[src/rtl/lifo_stack_pkg.sv]
// Shared sizing helpers for the LIFO stack: count width and almost-full threshold.
package lifo_stack_pkg;

  // Occupancy counter must represent 0..DEPTH inclusive.
  function automatic int unsigned usedw_width(input int unsigned awidth);
    return awidth + 32'd1;
  endfunction

  // Almost-full threshold, clamped at zero when the margin exceeds the depth.
  function automatic int unsigned af_threshold(input int unsigned depth,
                                               input int unsigned almost_full);
    return (almost_full >= depth) ? 32'd0 : depth - almost_full;
  endfunction

endpackage : lifo_stack_pkg

[src/rtl/lifo_stack_ram.sv]
// Simple dual-port RAM: synchronous write, registered read (read-before-write).
module lifo_stack_ram #(
  parameter int unsigned DWIDTH = 16,
  parameter int unsigned AWIDTH = 8
) (
  input  logic              clk_i,
  input  logic              arst_n_i,
  input  logic              we_i,
  input  logic [AWIDTH-1:0] waddr_i,
  input  logic [DWIDTH-1:0] wdata_i,
  input  logic              re_i,
  input  logic [AWIDTH-1:0] raddr_i,
  output logic [DWIDTH-1:0] q_o
);

  localparam int unsigned DEPTH = 32'd1 << AWIDTH;

  logic [DWIDTH-1:0] mem [DEPTH];

  // Write port; contents are intentionally never cleared.
  always_ff @(posedge clk_i) begin
    if (we_i) mem[waddr_i] <= wdata_i;
  end

  // Registered read port; holds its value when no read is requested.
  always_ff @(posedge clk_i or negedge arst_n_i) begin
    if (!arst_n_i)  q_o <= '0;
    else if (re_i)  q_o <= mem[raddr_i];
  end

endmodule : lifo_stack_ram

[src/rtl/lifo_stack.sv]
// LIFO stack with registered pop data, occupancy count and status flags.
// Optional sticky overflow/underflow outputs when LIFO_STACK_ERR_EN is defined.
module lifo_stack
  import lifo_stack_pkg::*;
#(
  parameter int unsigned DWIDTH       = 16,
  parameter int unsigned AWIDTH       = 8,
  parameter int unsigned ALMOST_FULL  = 2,
  parameter int unsigned ALMOST_EMPTY = 2
) (
  input  logic                clk_i,
  input  logic                arst_n_i,
  input  logic                wrreq_i,
  input  logic [DWIDTH-1:0]   data_i,
  input  logic                rdreq_i,
  output logic [DWIDTH-1:0]   q_o,
  output logic                almost_empty_o,
  output logic                empty_o,
  output logic                almost_full_o,
  output logic                full_o,
  output logic [AWIDTH:0]     usedw_o
`ifdef LIFO_STACK_ERR_EN
  ,
  output logic                overflow_o,
  output logic                underflow_o
`endif
);

  localparam int unsigned DEPTH     = 32'd1 << AWIDTH;
  localparam int unsigned UW        = usedw_width(AWIDTH);
  localparam int unsigned AF_THRESH = af_threshold(DEPTH, ALMOST_FULL);

  logic [UW-1:0]     usedw_q;
  logic              empty;
  logic              full;
  logic              pop_ok;
  logic              push_ok;
  logic              ram_we;
  logic [AWIDTH-1:0] top_addr;
  logic [AWIDTH-1:0] ram_waddr;

  // Request qualification; a pop with a push overwrites the top in place.
  always_comb begin
    empty     = (usedw_q == '0);
    full      = (32'(usedw_q) == DEPTH);
    pop_ok    = rdreq_i && !empty;
    push_ok   = wrreq_i && !full && !pop_ok;
    top_addr  = AWIDTH'(usedw_q - UW'(1));
    ram_we    = push_ok || (wrreq_i && pop_ok);
    ram_waddr = pop_ok ? top_addr : AWIDTH'(usedw_q);
  end

  // Occupancy count; guards above keep it within 0..DEPTH.
  always_ff @(posedge clk_i or negedge arst_n_i) begin
    if (!arst_n_i)                usedw_q <= '0;
    else if (pop_ok && !wrreq_i)  usedw_q <= usedw_q - UW'(1);
    else if (push_ok)             usedw_q <= usedw_q + UW'(1);
  end

  lifo_stack_ram #(
    .DWIDTH (DWIDTH),
    .AWIDTH (AWIDTH)
  ) u_ram (
    .clk_i    (clk_i),
    .arst_n_i (arst_n_i),
    .we_i     (ram_we),
    .waddr_i  (ram_waddr),
    .wdata_i  (data_i),
    .re_i     (pop_ok),
    .raddr_i  (top_addr),
    .q_o      (q_o)
  );

  // Status flags follow the count register directly.
  assign usedw_o        = usedw_q;
  assign empty_o        = empty;
  assign full_o         = full;
  assign almost_empty_o = (32'(usedw_q) <= ALMOST_EMPTY);
  assign almost_full_o  = (32'(usedw_q) >= AF_THRESH);

`ifdef LIFO_STACK_ERR_EN
  // Sticky error flags for dropped pushes and ignored pops.
  always_ff @(posedge clk_i or negedge arst_n_i) begin
    if (!arst_n_i) begin
      overflow_o  <= 1'b0;
      underflow_o <= 1'b0;
    end else begin
      if (wrreq_i && full && !rdreq_i) overflow_o  <= 1'b1;
      if (rdreq_i && empty)            underflow_o <= 1'b1;
    end
  end
`endif

endmodule : lifo_stack

[config.mk]
export PLATFORM = sky130hd
export DESIGN_NAME = lifo_stack
export DESIGN_NICKNAME = d
export VERILOG_FILES = /design/src/rtl/lifo_stack_pkg.sv /design/src/rtl/lifo_stack_ram.sv /design/src/rtl/lifo_stack.sv
export SDC_FILE = /design/constraint.sdc
export NUM_CORES = 2
export LEC_CHECK = 0
export BUFFER_PORTS_ARGS = -buffer_cell sky130_fd_sc_hd__buf_4
export CAP_MARGIN = 20
export CORE_ASPECT_RATIO = 0.8
export CORE_MARGIN = 2
export CORE_UTILIZATION = 63
export DETAILED_ROUTE_END_ITERATION = 12
export PLACE_DENSITY = 0.79
export RECOVER_POWER = 100
export SLEW_MARGIN = 25
export SYNTH_ARGS = -nofsm -noshare
export SYNTH_HDL_FRONTEND = slang
export SYNTH_SLANG_ARGS = --single-unit
[constraint.sdc]
create_clock -name clk_i -period 6.5 [get_ports clk_i]
set_input_delay 0.325 -clock clk_i [delete_from_list [all_inputs] [get_ports clk_i]]
set_output_delay 0.325 -clock clk_i [all_outputs]
set_load 0.05 [all_outputs]
### After elaboration in Yosys (flattened, before gate mapping)

Memory sizes are Yosys's and may differ from the RTL's. A register that Yosys moved wholly into a read port is not among the register bits.
Cells that the tools add are included.

| operators by class | value |
|---|---|
| bitwise gates (word level) | 0 |
| $mul | 0 |
| multiplexer cells | 5 |
| equality and inequality tests | 1 |
| shift-type cells | 0 |
| divide/modulo/power cells | 0 |
| reductions and logical operators | 13 |
| $add $sub $neg | 2 |
| $lt $le $gt $ge | 2 |

Operators by type and width:

| operator | number |
|---|---|
| 9-bit two-way mux | 2 |
| 9-bit by 1-bit adder with 9-bit output (second input constant) | 1 |
| 9-bit equality test (second input constant) | 1 |
| 9-bit by 8-bit greater-or-equal comparator with 1-bit output (second input constant) | 1 |
| 9-bit by 2-bit less-or-equal comparator with 1-bit output (second input constant) | 1 |
| 9-bit logical NOT | 1 |
| 9-bit by 1-bit subtractor with 9-bit output (second input constant) | 1 |
| 8-bit two-way mux | 1 |
| 1-bit logical AND | 5 |
| 1-bit logical NOT | 5 |
| 1-bit two-way mux | 2 |
| 2-bit nonzero test | 1 |
| 1-bit logical OR | 1 |

| word-level totals | value |
|---|---|
| output and inout port bits | 29 |
| flip-flop bits (word level) | 9 |
| bits in writable memories | 4096 |
| bits in read-only memories | 0 |
| bits in latches | 0 |
| memories kept | 1 |

Memory list:

| memory | depth | bits a word | read ports | clocked after memory_dff | wr ports | line | text |
|---|---|---|---|---|---|---|---|
| u_ram.mem | 256 | 16 | 1 | 1 | 1 | lifo_stack_ram.sv:18 | `logic [DWIDTH-1:0] mem [DEPTH];` |

### Longest topological paths before layout

| logic depth | value |
|---|---|
| word-level depth | 8 |
| mapped depth | 22 |
| mapped depth without buffers | 10 |

### Cells and area by module

Synthesis repeated with hierarchy kept, for this count alone.

| second synthesis, totals | value |
|---|---|
| cells, all modules | 7647 |
| area total of the unflattened synthesis | 160057.3 um^2 |

By module, submodules not included:

| module | seq. area each (um^2) | cells an instance | times used | area each (um^2) |
|---|---|---|---|---|
| lifo_stack_ram | 123398.3 | 7536 | 1 | 159113.9 |
| lifo_stack | 225.2 | 111 | 1 | 943.4 |

### Worst setup path after synthesis

No wires, ideal clock.

| timing | value |
|---|---|
| kind | reg2reg |
| from | register usedw_q[0], in the netlist usedw_o[0] |
| to | memory u_ram.mem[222][0] (enable) |
| data required time | 6.112 ns |
| setup slack | 0.968 ns |
| setup time | 0.388 ns |
| data arrival time | 5.143 ns |
| cell stages (with the launch flop) | 20 |
| buffers on the path | 13 |
| cells stage by stage | dfrtp_1 -> buf_6 -> buf_4 -> clkinv_1 -> clkbuf_1 -> buf_6 -> clkbuf_1 -> clkbuf_1 -> ha_1 -> buf_2 -> buf_4 -> buf_2 -> buf_2 -> buf_2 -> buf_2 -> o31ai_1 -> nor2b_1 -> nand2_1 -> clkbuf_1 -> nor2_1 |

| between the ends | value |
|---|---|
| word-level cells in the longest chain between the ends | 8 |

RTL lines:

| item | line | text |
|---|---|---|
| start, declared | lifo_stack.sv:33 | `logic [UW-1:0] usedw_q;` |
| start signal, assigned | lifo_stack.sv:56 | `else if (pop_ok && !wrreq_i) usedw_q <= usedw_q - UW'(1);` |
| start signal, assigned | lifo_stack.sv:57 | `else if (push_ok) usedw_q <= usedw_q + UW'(1);` |
| parallel branches: the longest is 8 deep, another holds 9-bit by 1-bit subtractor with 9-bit output | n/a |  |
| end, declared | lifo_stack_ram.sv:18 |  |

Several ways; the timed one is not identified.

### Worst setup path in the final report

| timing | value |
|---|---|
| from | register usedw_q[2], in the netlist usedw_o[2] |
| to | register u_ram.q_o[1] (read register of u_ram.mem) |

| between the ends | value |
|---|---|
| word-level cells in the longest chain between the ends | 3 |

RTL lines:

| item | line | text |
|---|---|---|
| parallel branches: the longest is 3 deep, another holds 9-bit by 1-bit subtractor with 9-bit output | n/a |  |
| end, declared | lifo_stack_ram.sv:13 | `output logic [DWIDTH-1:0] q_o` |

Several ways; the timed one is not identified.
A chain may end at the register's enable or synchronous reset.

==> results.py <==
metrics = {
    "run_status": {
        "status": "complete, but fails checks",
        "violations": "capacitance limit, slew limit",
    },
    "sta": {
        "fin_crit_sh_pct": 99.98,
        "fmax_ghz": 0.1539,
        "min_period_ps": 6499,
        "rsz0062_at_grt": "false",
        "fin_ws_ps": 1.311,
        "hold_viol": 0,
        "report.final.setup_viol": 0,
        "setup-tns-final_ps": 0,
        "drv_slew": 2882,
        "relSlewSlack_pct": -317.3,
        "max_slew.worst_pin.slew_ps": 6259,
        "fin_worst_skew_ps": 57.08,
    },
    "route": {
        "wirelength_um": 442900,
        "drt-wirelength-per-cell_um": 37.95,
        "drt_iter0_markers": 15720,
        "detail-route-antenna-nets": 0,
        "num_vias": 86010,
        "drtPass1Iterations": 8,
        "drc": 0,
        "vias_per_cell": 7.370,
    },
    "clocking": {
        "cts_made_buffers": 376,
        "cts_tree": "built",
        "cts_resized": 0,
        "clk_pin_slew_ps": 70,
        "clock_latency_ps": 940,
        "cts_buffer_depth": 4,
        "cts-hold-fix-buffers": 12,
        "cts_root_buf": "clkbuf_16",
        "htreeDepth": 5,
        "cts_sinks": 4121,
        "post-cts-setup-buffers": 0,
    },
    "setup_path": {
        "worstPathArrival_ps": 7330,
        "critical_path_required_ps": 7330,
        "critPathKind": "reg2reg",
        "startpoint_type": "flop",
        "worstPathMaxFanout": 19,
        "r2r_cells": 9,
        "cp-startpoint": "usedw_o[2]",
        "rrSetupSlack_ps": 1,
        "reg2reg_from": "usedw_o[2]",
        "r2r-end": "u_ram.q_o[1]",
        "end_kind": "flop",
        "endpoint": "u_ram.q_o[1]",
    },
    "flow_run": {
        "cap_violations": 40,
    },
    "yosys": {
        "ys_seq_area_share_pct": 77.20,
        "ys_top_cells_by_area": "edfxtp_1 77%, mux4_2 13%, mux2i_1 1.5%, nand2_1 1.5%, nor2_1 0.73%",
        "synth_fp_nets": 7646,
        "syn_inst": 7622,
        "synth_ff_type": "edfxtp_1",
        "syn_area_per_cell_sq_um": 21.01,
        "async_reset_ff_share_pct": 0.6066,
        "synth_edf_count": 4096,
        "yosys.cell_types.count": 79,
        "synth_top_area_share_pct": 76.81,
        "syn_area_sq_mm": 0.1601,
        "ys_ff_latch": 4121,
        "synth_largest_area_cell": "edfxtp_1",
        "ys_warn_count": 0,
    },
    "global_route": {
        "grt_pass1_wl_um": 620300,
        "globalRoute.totalOverflow": 0,
        "antenna_found_initial": 33,
        "grt_pass1_vias": 83180,
        "grt_start_max_net_pins": 169,
        "track_usage_pct": 34.12,
    },
    "hold_path": {
        "hp-class": "in2reg",
    },
    "floorplanning": {
        "initial_core_util_pct": 63.37,
        "die_x_um": 567.7,
        "core-area_sq_mm": 0.2527,
        "rows": 165,
        "io_pins": 49,
        "die_h_um": 454.9,
        "die_area_sq_mm": 0.2583,
    },
    "place": {
        "dp_hpwl_um": 239900,
        "pre_cts_ws_ps": 994.3,
        "portBuffers": 48,
        "gp_congestion": 0.9227,
    },
    "power_and_ir_drop": {
        "power_density_mw_per_mm2": 500.0,
        "power.leakage_nw": 55.64,
        "vdd_drop_max_mv": 0.6185,
        "p_total_w": 0.08857,
    },
    "layout": {
        "nNetsFinal": 8046,
        "drive_above_1_share_pct": 21.32,
        "finish.utilization_pct": 70.10,
        "syn2layout_area_growth_pct": 10.62,
        "layout_commonest_cell": "edfxtp_1",
        "layout_common_cells": "4096 x edfxtp_1, 938 x mux4_2, 619 x nand2_1",
    },
}
-- worst max-delay path, cell delays in order (launching register included) --
cell and delay, ps:
dfrtp_1 680, or3_1 590, o31ai_1 1120, nand2_1 1020, nor2_1 1000, clkbuf_2 540
nand4_1 140, o21ai_0 820, nor3_1 100, a221o_1 360
-- layer usage --
metal	vias to the layer above	global-route usage [%]	routed length [um]
met4	28	13.89	22270
met2	7976	51.11	202600
met5	-	0	173
met1	44260	47.38	150500
met3	1243	11.01	67330
li1	32500	-	-
-- synthesized netlist by cell type, drive strengths merged, types with 5 or more instances --
library cell / number
a211o: 12
a211oi: 6
a21oi: 81
a221oi: 54
a22oi: 38
a311o: 12
a311oi: 29
a31oi: 87
a32oi: 6
and2: 5
and3: 36
buf: 294
clkbuf: 167
dfrtp: 25
edfxtp: 4096
inv: 5
mux2: 5
mux2i: 234
mux4: 975
nand2: 621
nand2b: 5
nand3: 163
nand4: 43
nor2: 311
nor2b: 5
nor3: 31
o2111ai: 19
o211ai: 30
o21ai: 100
o221ai: 6
o22a: 11
o22ai: 26
o31ai: 11
or3: 5
or4: 11
xnor2: 14
-- flip-flops by register name (all words and copies together) (netlist names) --
signal / cells
u_ram.q_o: 16
usedw_o: 9
u_ram.mem: 4096
-- worst min path at each step --
stage               startpoint       endpoint  slack [ps]  cells past startpoint
finish                 rdreq_i   u_ram.q_o[6]         310                      5
detailed placement    arst_n_i  u_ram.q_o[13]         300                      1
CTS                   arst_n_i   u_ram.q_o[0]          10                      2
global placement      arst_n_i  u_ram.q_o[13]         300                      1
global route           rdreq_i   u_ram.q_o[6]         300                      5
floorplan             arst_n_i   u_ram.q_o[0]          30                      0
-- logic make-up after synthesis --
kind of cell | count (synthesis) | share of synthesized area (%)
AO/OA/AOI/OAI | 552 | 2.392
XOR/XNOR | 16 | 0.1039
adder cells (fa/ha/maj) | 4 | 0.03125
buffers and inverters | 469 | 1.688
flip-flops | 4121 | 77.20
multiplexers | 1214 | 15.30
AND/OR/NAND/NOR | 1246 | 3.290
-- where the power goes --
group	switching, W	total, W	internal [W]
Clock	0.00981	0.0223	0.0125
Sequential	0.000413	0.0301	0.0297
Combinational	0.0223	0.0361	0.0138
Total	0.0325	0.0886	0.0561
-- final cells by class --
class | count | area (sq um)
clock buffer | 451 | 9856
inverter | 6 | 30.03
tap | 3340 | 4179
sequential | 4121 | 123600
fill | 14360 | 75550
antenna | 13 | 32.53
timing repair buffer | 485 | 3182
clock inverter | 222 | 2337
multi-input combinational | 3032 | 33900
-- through the flow --
stage	cell area (sq um)	hold WS, ps	instances
6_report	177100	310.4	11670
5_1_grt	177100	298.5	11660
4_1_cts	178300	11.59	11650
3_5_place_dp	165900	297.8	10960
2_1_floorplan	160100	29.41	7622
3_3_place_gp	165900	299.2	10960
No activity file was read; power rests on OpenSTA's default activity.
